$ cat config.mk
export PLATFORM = sky130hd
export DESIGN_NAME = commit_trace_buffer
export DESIGN_NICKNAME = d
export VERILOG_FILES = /design/src/rtl/commit_trace_buffer_pkg.sv /design/src/rtl/commit_trace_buffer_trace_ram.sv /design/src/rtl/commit_trace_buffer.sv
export SDC_FILE = /design/constraint.sdc
export NUM_CORES = 1
export LEC_CHECK = 0
export CAP_MARGIN = 10
export CORE_MARGIN = 8
export CORE_UTILIZATION = 38
export CTS_CLUSTER_SIZE = 28
export DETAILED_ROUTE_END_ITERATION = 10
export GPL_TIMING_DRIVEN = 0
export HOLD_SLACK_MARGIN = 0.1
export PLACE_DENSITY = 0.68
export SLEW_MARGIN = 5
export SYNTH_ARGS = -nofsm -noshare
export SYNTH_HDL_FRONTEND = slang
export SYNTH_SLANG_ARGS = --single-unit
export TNS_END_PERCENT = 30
$ cat constraint.sdc
create_clock -name clk -period 6.7 [get_ports clk]
set_clock_uncertainty 0.2 [all_clocks]
set_input_delay 0.67 -clock clk [delete_from_list [all_inputs] [get_ports clk]]
set_output_delay 0.67 -clock clk [all_outputs]
set_load 0.05 [all_outputs]
$ cat src/rtl/commit_trace_buffer_pkg.sv
// Shared definitions for the commit trace buffer and its sinks.
// Holds record kinds, the default depth and the record layout.
package commit_trace_buffer_pkg;

  localparam logic KIND_GRF = 1'b0;
  localparam logic KIND_DM  = 1'b1;

  localparam int DEFAULT_DEPTH = 8;

  localparam int REC_PC_W   = 32;
  localparam int REC_DATA_W = 32;

  typedef struct packed {
    logic                  kind;
    logic [REC_PC_W-1:0]   pc;
    logic [REC_DATA_W-1:0] addr;
    logic [REC_DATA_W-1:0] data;
    logic [3:0]            be;
  } trace_rec_t;

  function automatic int rec_width(
    input int pc_w,
    input int data_w
  );
    return 1 + pc_w + 2 * data_w + 4;
  endfunction

endpackage

$ cat src/rtl/commit_trace_buffer_trace_ram.sv
// Trace record storage: two write ports, one async read port.
// Ports: clk; we0/wa0/wd0, we1/wa1/wd1 writes; ra -> rd read.
module commit_trace_buffer_trace_ram #(
  parameter int DEPTH = 8,
  parameter int W     = 101,
  localparam int AW   = $clog2(DEPTH)
) (
  input  logic          clk,
  input  logic          we0,
  input  logic [AW-1:0] wa0,
  input  logic [W-1:0]  wd0,
  input  logic          we1,
  input  logic [AW-1:0] wa1,
  input  logic [W-1:0]  wd1,
  input  logic [AW-1:0] ra,
  output logic [W-1:0]  rd
);

  logic [W-1:0] mem [DEPTH];

  // Contents need no reset: nothing is read
  // until count says the slot was written.
  always_ff @(posedge clk) begin
    if (we0) begin
      mem[wa0] <= wd0;
    end
    if (we1) begin
      mem[wa1] <= wd1;
    end
  end

  assign rd = mem[ra];

endmodule

$ cat src/rtl/commit_trace_buffer.sv
// Captures GRF writebacks and DM stores in program order and
// drains them one per cycle over valid/ready; flags stall/overflow.
module commit_trace_buffer
  import commit_trace_buffer_pkg::*;
#(
  parameter int DEPTH   = DEFAULT_DEPTH,
  parameter int PC_W    = 32,
  parameter int DATA_W  = 32,
  parameter int DROP_R0 = 1
) (
  input  logic                       clk,
  input  logic                       reset,
  input  logic                       grf_we,
  input  logic [PC_W-1:0]            grf_pc,
  input  logic [4:0]                 grf_addr,
  input  logic [DATA_W-1:0]          grf_wdata,
  input  logic                       dm_we,
  input  logic [PC_W-1:0]            dm_pc,
  input  logic [DATA_W-1:0]          dm_addr,
  input  logic [DATA_W-1:0]          dm_wdata,
  input  logic [3:0]                 dm_be,
  output logic                       trc_valid,
  input  logic                       trc_ready,
  output logic                       trc_kind,
  output logic [PC_W-1:0]            trc_pc,
  output logic [DATA_W-1:0]          trc_addr,
  output logic [DATA_W-1:0]          trc_data,
  output logic [3:0]                 trc_be,
  output logic                       stall_req,
  output logic [$clog2(DEPTH):0]     count,
  output logic                       overflow
);

  localparam int AW = $clog2(DEPTH);
  localparam int CW = AW + 1;
  localparam int RW = rec_width(PC_W, DATA_W);

  logic [AW-1:0] head;
  logic [AW-1:0] tail;
  logic [AW-1:0] dm_wa;
  logic [CW-1:0] free;
  logic [1:0]    pushes;
  logic          grf_ok;
  logic          dm_ok;
  logic          store_g;
  logic          store_d;
  logic          drop;
  logic          pop;
  logic [RW-1:0] grf_rec;
  logic [RW-1:0] dm_rec;
  logic [RW-1:0] head_rec;

  assign grf_rec = {
    KIND_GRF,
    grf_pc,
    {{(DATA_W-5){1'b0}}, grf_addr},
    grf_wdata,
    4'b1111
  };

  assign dm_rec = {
    KIND_DM,
    dm_pc,
    dm_addr,
    dm_wdata,
    dm_be
  };

  // Space is judged on the registered count only:
  // a same-cycle pop never frees room for a push.
  // GRF (older, W stage) claims space before DM.
  always_comb begin
    free    = CW'(DEPTH) - count;
    grf_ok  = grf_we
            && !((DROP_R0 != 0) && (grf_addr == 5'd0));
    dm_ok   = dm_we && (dm_be != 4'b0000);
    store_g = grf_ok && (free != '0);
    store_d = dm_ok
            && (free >= (store_g ? CW'(2) : CW'(1)));
    drop    = (grf_ok && !store_g)
            || (dm_ok && !store_d);
    pop     = trc_valid && trc_ready;
    pushes  = {1'b0, store_g} + {1'b0, store_d};
    dm_wa   = store_g ? tail + AW'(1) : tail;
  end

  commit_trace_buffer_trace_ram #(
    .DEPTH (DEPTH),
    .W     (RW)
  ) u_ram (
    .clk (clk),
    .we0 (store_g),
    .wa0 (tail),
    .wd0 (grf_rec),
    .we1 (store_d),
    .wa1 (dm_wa),
    .wd1 (dm_rec),
    .ra  (head),
    .rd  (head_rec)
  );

  always_ff @(posedge clk or negedge reset) begin
    if (!reset) begin
      head     <= '0;
      tail     <= '0;
      count    <= '0;
      overflow <= 1'b0;
    end else begin
      head  <= head + AW'(pop);
      tail  <= tail + AW'(pushes);
      count <= count + CW'(pushes) - CW'(pop);
      if (drop) begin
        overflow <= 1'b1;
      end
    end
  end

  assign trc_valid = (count != '0);
  assign stall_req = (free < CW'(2));

  // Empty buffer presents an all-zero record.
  assign {trc_kind, trc_pc, trc_addr, trc_data, trc_be} =
    trc_valid ? head_rec : '0;

endmodule

==> metrics <==
combinational share of power=0.528; CTS Buffer Depth=3; TritonCTS clock tree=yes; Yosys top cell area share=0.594; number of maximum-capacitance violations=0; hold buffer count at CTS=0; initial detailed-routing violation count=4,294; actual transition at the worst max-transition pin=1.36 ns; number of endpoints with negative hold slack in the final report=0; clock slew seen by the registers of the worst setup and hold paths=0.06 ns; worst supply voltage drop on vdd=0.430 mV; setup violation total in the final timing report=0; Non-Filler Instances=4,321; ratio of total power to cell area=approximately 570 nW/um2; Seq pwr share=0.292; pin count of the biggest net entering global routing=54; number of instances resized during post-cts repair=0; ratio of cells with drive above 1 in the final layout=0.173; number of global-route vias before repair=~29,000; NumNets Final=roughly 3,000; setup repair after global routing missed its margin=no; quantity of I/O buffers inserted on ports=139; DR WL/cell=33.5 um; HPWL after detailed placement=95,500 um; Via Count=28,700; cell count after synthesis=2,589; sort of element at the end of the critical path=output pin; final core utilization=0.444; arrival time of data at the critical path endpoint=5.06 ns; final critical-path required period=around 6 ns; synthesized area divided by synthesized cell count=between 15 and 20 um2; filler instances=9,334; Num CTS Buffers=84; total length of routed wires=145,000 um; count of flip-flops with a built-in enable after synthesis=800; post-synth design cell area=~40,000 um2; max-slew violation total from the final report=0; Rel. slew slack=0.0930; Critical Path Fanout Max=10; full die area=117,000 um2; cell at the root of the clock tree=clkbuf_16; CP Class=reg2out; aggregate global-route resource usage=0.238; via/cell ratio=6.65; Clock Latency Late Sink=0.66 ns; final RePlAce weighted congestion=0.865; number of antenna-violating nets in the routed design=0; net switching share of the total power=0.452; CP Data Required Time=5.83 ns; flop and latch count out of synthesis=819; Crit. Startpoint=head[0]; category of the worst setup path launch point=register; kind of path behind the tightest hold check=in2async; Die Width=about 340 um; Ys Warns=0; commonest cells in the netlist=edfxtp_1 (800), a32o_1 (552), and3_1 (217); footprint of the flip-flops and latches=24,500 um2; clock share of power=0.180; first-pass detailed-route iteration total=6; synthesized netlist net count=2,779; worst-case register-to-register setup slack=1.64 ns; standby leakage power=around 16 nW; Core Region=~110,000 um2; site row count=119; net switching power figure=12.1 mW; total grt overflow=0; placed cell count=4,133; depth of the CTS H-tree=3; portion of the post-synthesis area used by sequential elements=0.605; area of the multi-input gates=13,900 um2; RR Startpoint=count[1]; post-synthesis cell type count=55; Period Utilization, post-route=0.885; upper clock frequency limit=0.169 GHz; worst hold margin=approximately 0.14 ns; wire length of the first global-routing pass=206,000 um; result of the run=complete, no violations; drc violations=0; Post-synth ARST share=0.0134; Area contributors post-synth=edfxtp_1 (59%), a32o_1 (14%), mux4_2 (11%); cell with the most instances after synthesis=edfxtp_1; Clock Sinks=819; Initial Util=0.383; number of top-level design ports=282; number of post-CTS setup repair buffers=0; area overhead of the layout relative to synthesis=15.9%; internal portion of total power=roughly 15 mW; die extent in y=approximately 340 um; cell type contributing the most total cell area after synthesis=edfxtp_1; top_reg_cell synth=edfxtp_1; number of antenna violations at the first check in global routing=48
## area by class of cell
class	instances	area share
Sequential cell	819	0.522
Clock inverter	48	0.0107
Antenna cell	33	0.00176
Buffer	453	0.0430
Inverter	26	0.00214
Timing Repair Buffer	153	0.0376
Multi-Input combinational cell	1291	0.297
Tap cell	1391	0.0372
Clock buffer	107	0.0483
## flip-flops by register name, summed over array words and instances, names as in the netlist
name       count
u_ram.mem    808
head           3
count          4
tail           3
overflow       1
## stage by stage
| step | setup TNS (ns) | power [mW] | area [um2] | setup WS (ns) |
|---|---|---|---|---|
| 6_report | 0 | 26.8 | 46800 | 0.769 |
| 5_1_grt | 0 | 27.6 | 46800 | 0.649 |
| 4_1_cts | 0 | 26.7 | 46700 | 0.813 |
| 3_5_place_dp | 0 | 22.0 | 44000 | 1.31 |
| 3_3_place_gp | -1364.06 | 21.9 | 43500 | -2.10 |
| 2_1_floorplan | 0 | 16.6 | 40400 | 1.07 |
## path summary, 6_finish.rpt
kind / to / cells past startpoint
worst max register to register: u_ram.mem[1][32] / 8
worst min-delay path: head[2] / 1
min in group clk: u_ram.mem[0][100] / 2
worst max-delay path: trc_addr[4] / 7
max in group asynchronous: tail[2] / 1
worst min register to register: u_ram.mem[0][100] / 2
## cell families (layout without fill, tap and decap cells)
family                     Yosys count  in the layout  synth area share
and+or+nand+nor                    347            347            0.0474
other                                0             33                 0
xor gates and xnor gates             4              4          0.000867
adders and majority gates           16             16           0.00532
AOI/OAI and AO/OA                  621            621             0.151
DFF                                819            819             0.605
buffers and inverters              479            787            0.0522
muxes                              303            303             0.138
## power by group through the flow
stage | clock network, mW | registers (mW) | logic (mW)
after floorplan | 0 | 7.98 | 8.59
after global placement | 0 | 8.19 | 13.7
after detailed placement | 0 | 7.94 | 14.0
after CTS | 4.82 | 7.84 | 14.1
after global routing | 4.99 | 7.94 | 14.6
final | 4.82 | 7.85 | 14.2
## worst max-delay path: stages, from the launching register on
cell and delay, ns:
dfrtp_1 0.35, clkbuf_1 0.15, clkbuf_1 0.98, buf_1 0.94, mux4_2 0.61, mux2i_1 0.39, nor2_1 0.21, clkdlybuf4s50_1 0.77
## cell usage in the layout (no fill, tap or decap), drive strengths merged, types with 2 or more instances in the layout
| cell type | instances |
|---|---|
| edfxtp | 800 |
| a32o | 552 |
| buf | 309 |
| clkbuf | 265 |
| and3 | 217 |
| mux4 | 202 |
| clkdlybuf4s50 | 139 |
| nor2 | 108 |
| mux2i | 101 |
| clkinv | 34 |
| diode | 33 |
| a31o | 32 |
| inv | 30 |
| ha | 14 |
| dfrtp | 11 |
| a21o | 10 |
| bufinv | 8 |
| dfxtp | 8 |
| o2bb2ai | 7 |
| and2 | 4 |
| o21ai | 4 |
| nand2b | 3 |
| nand2 | 3 |
| nor3 | 3 |
| a2111oi | 2 |
| nor2b | 2 |
| o2111ai | 2 |
| xnor2 | 2 |
| xor2 | 2 |
| fa | 2 |
| clkinvlp | 2 |
| or3 | 2 |
| o21bai | 2 |
| a21boi | 2 |
## layer usage
layer	vias up	track usage	wire, um
met5	-	0	131
met4	20	0.106	6010
met3	338	0.0839	19700
met2	2254	0.374	67200
met1	14700	0.296	51700
li1	11500	-	-
(Power assumes the default switching activity.)
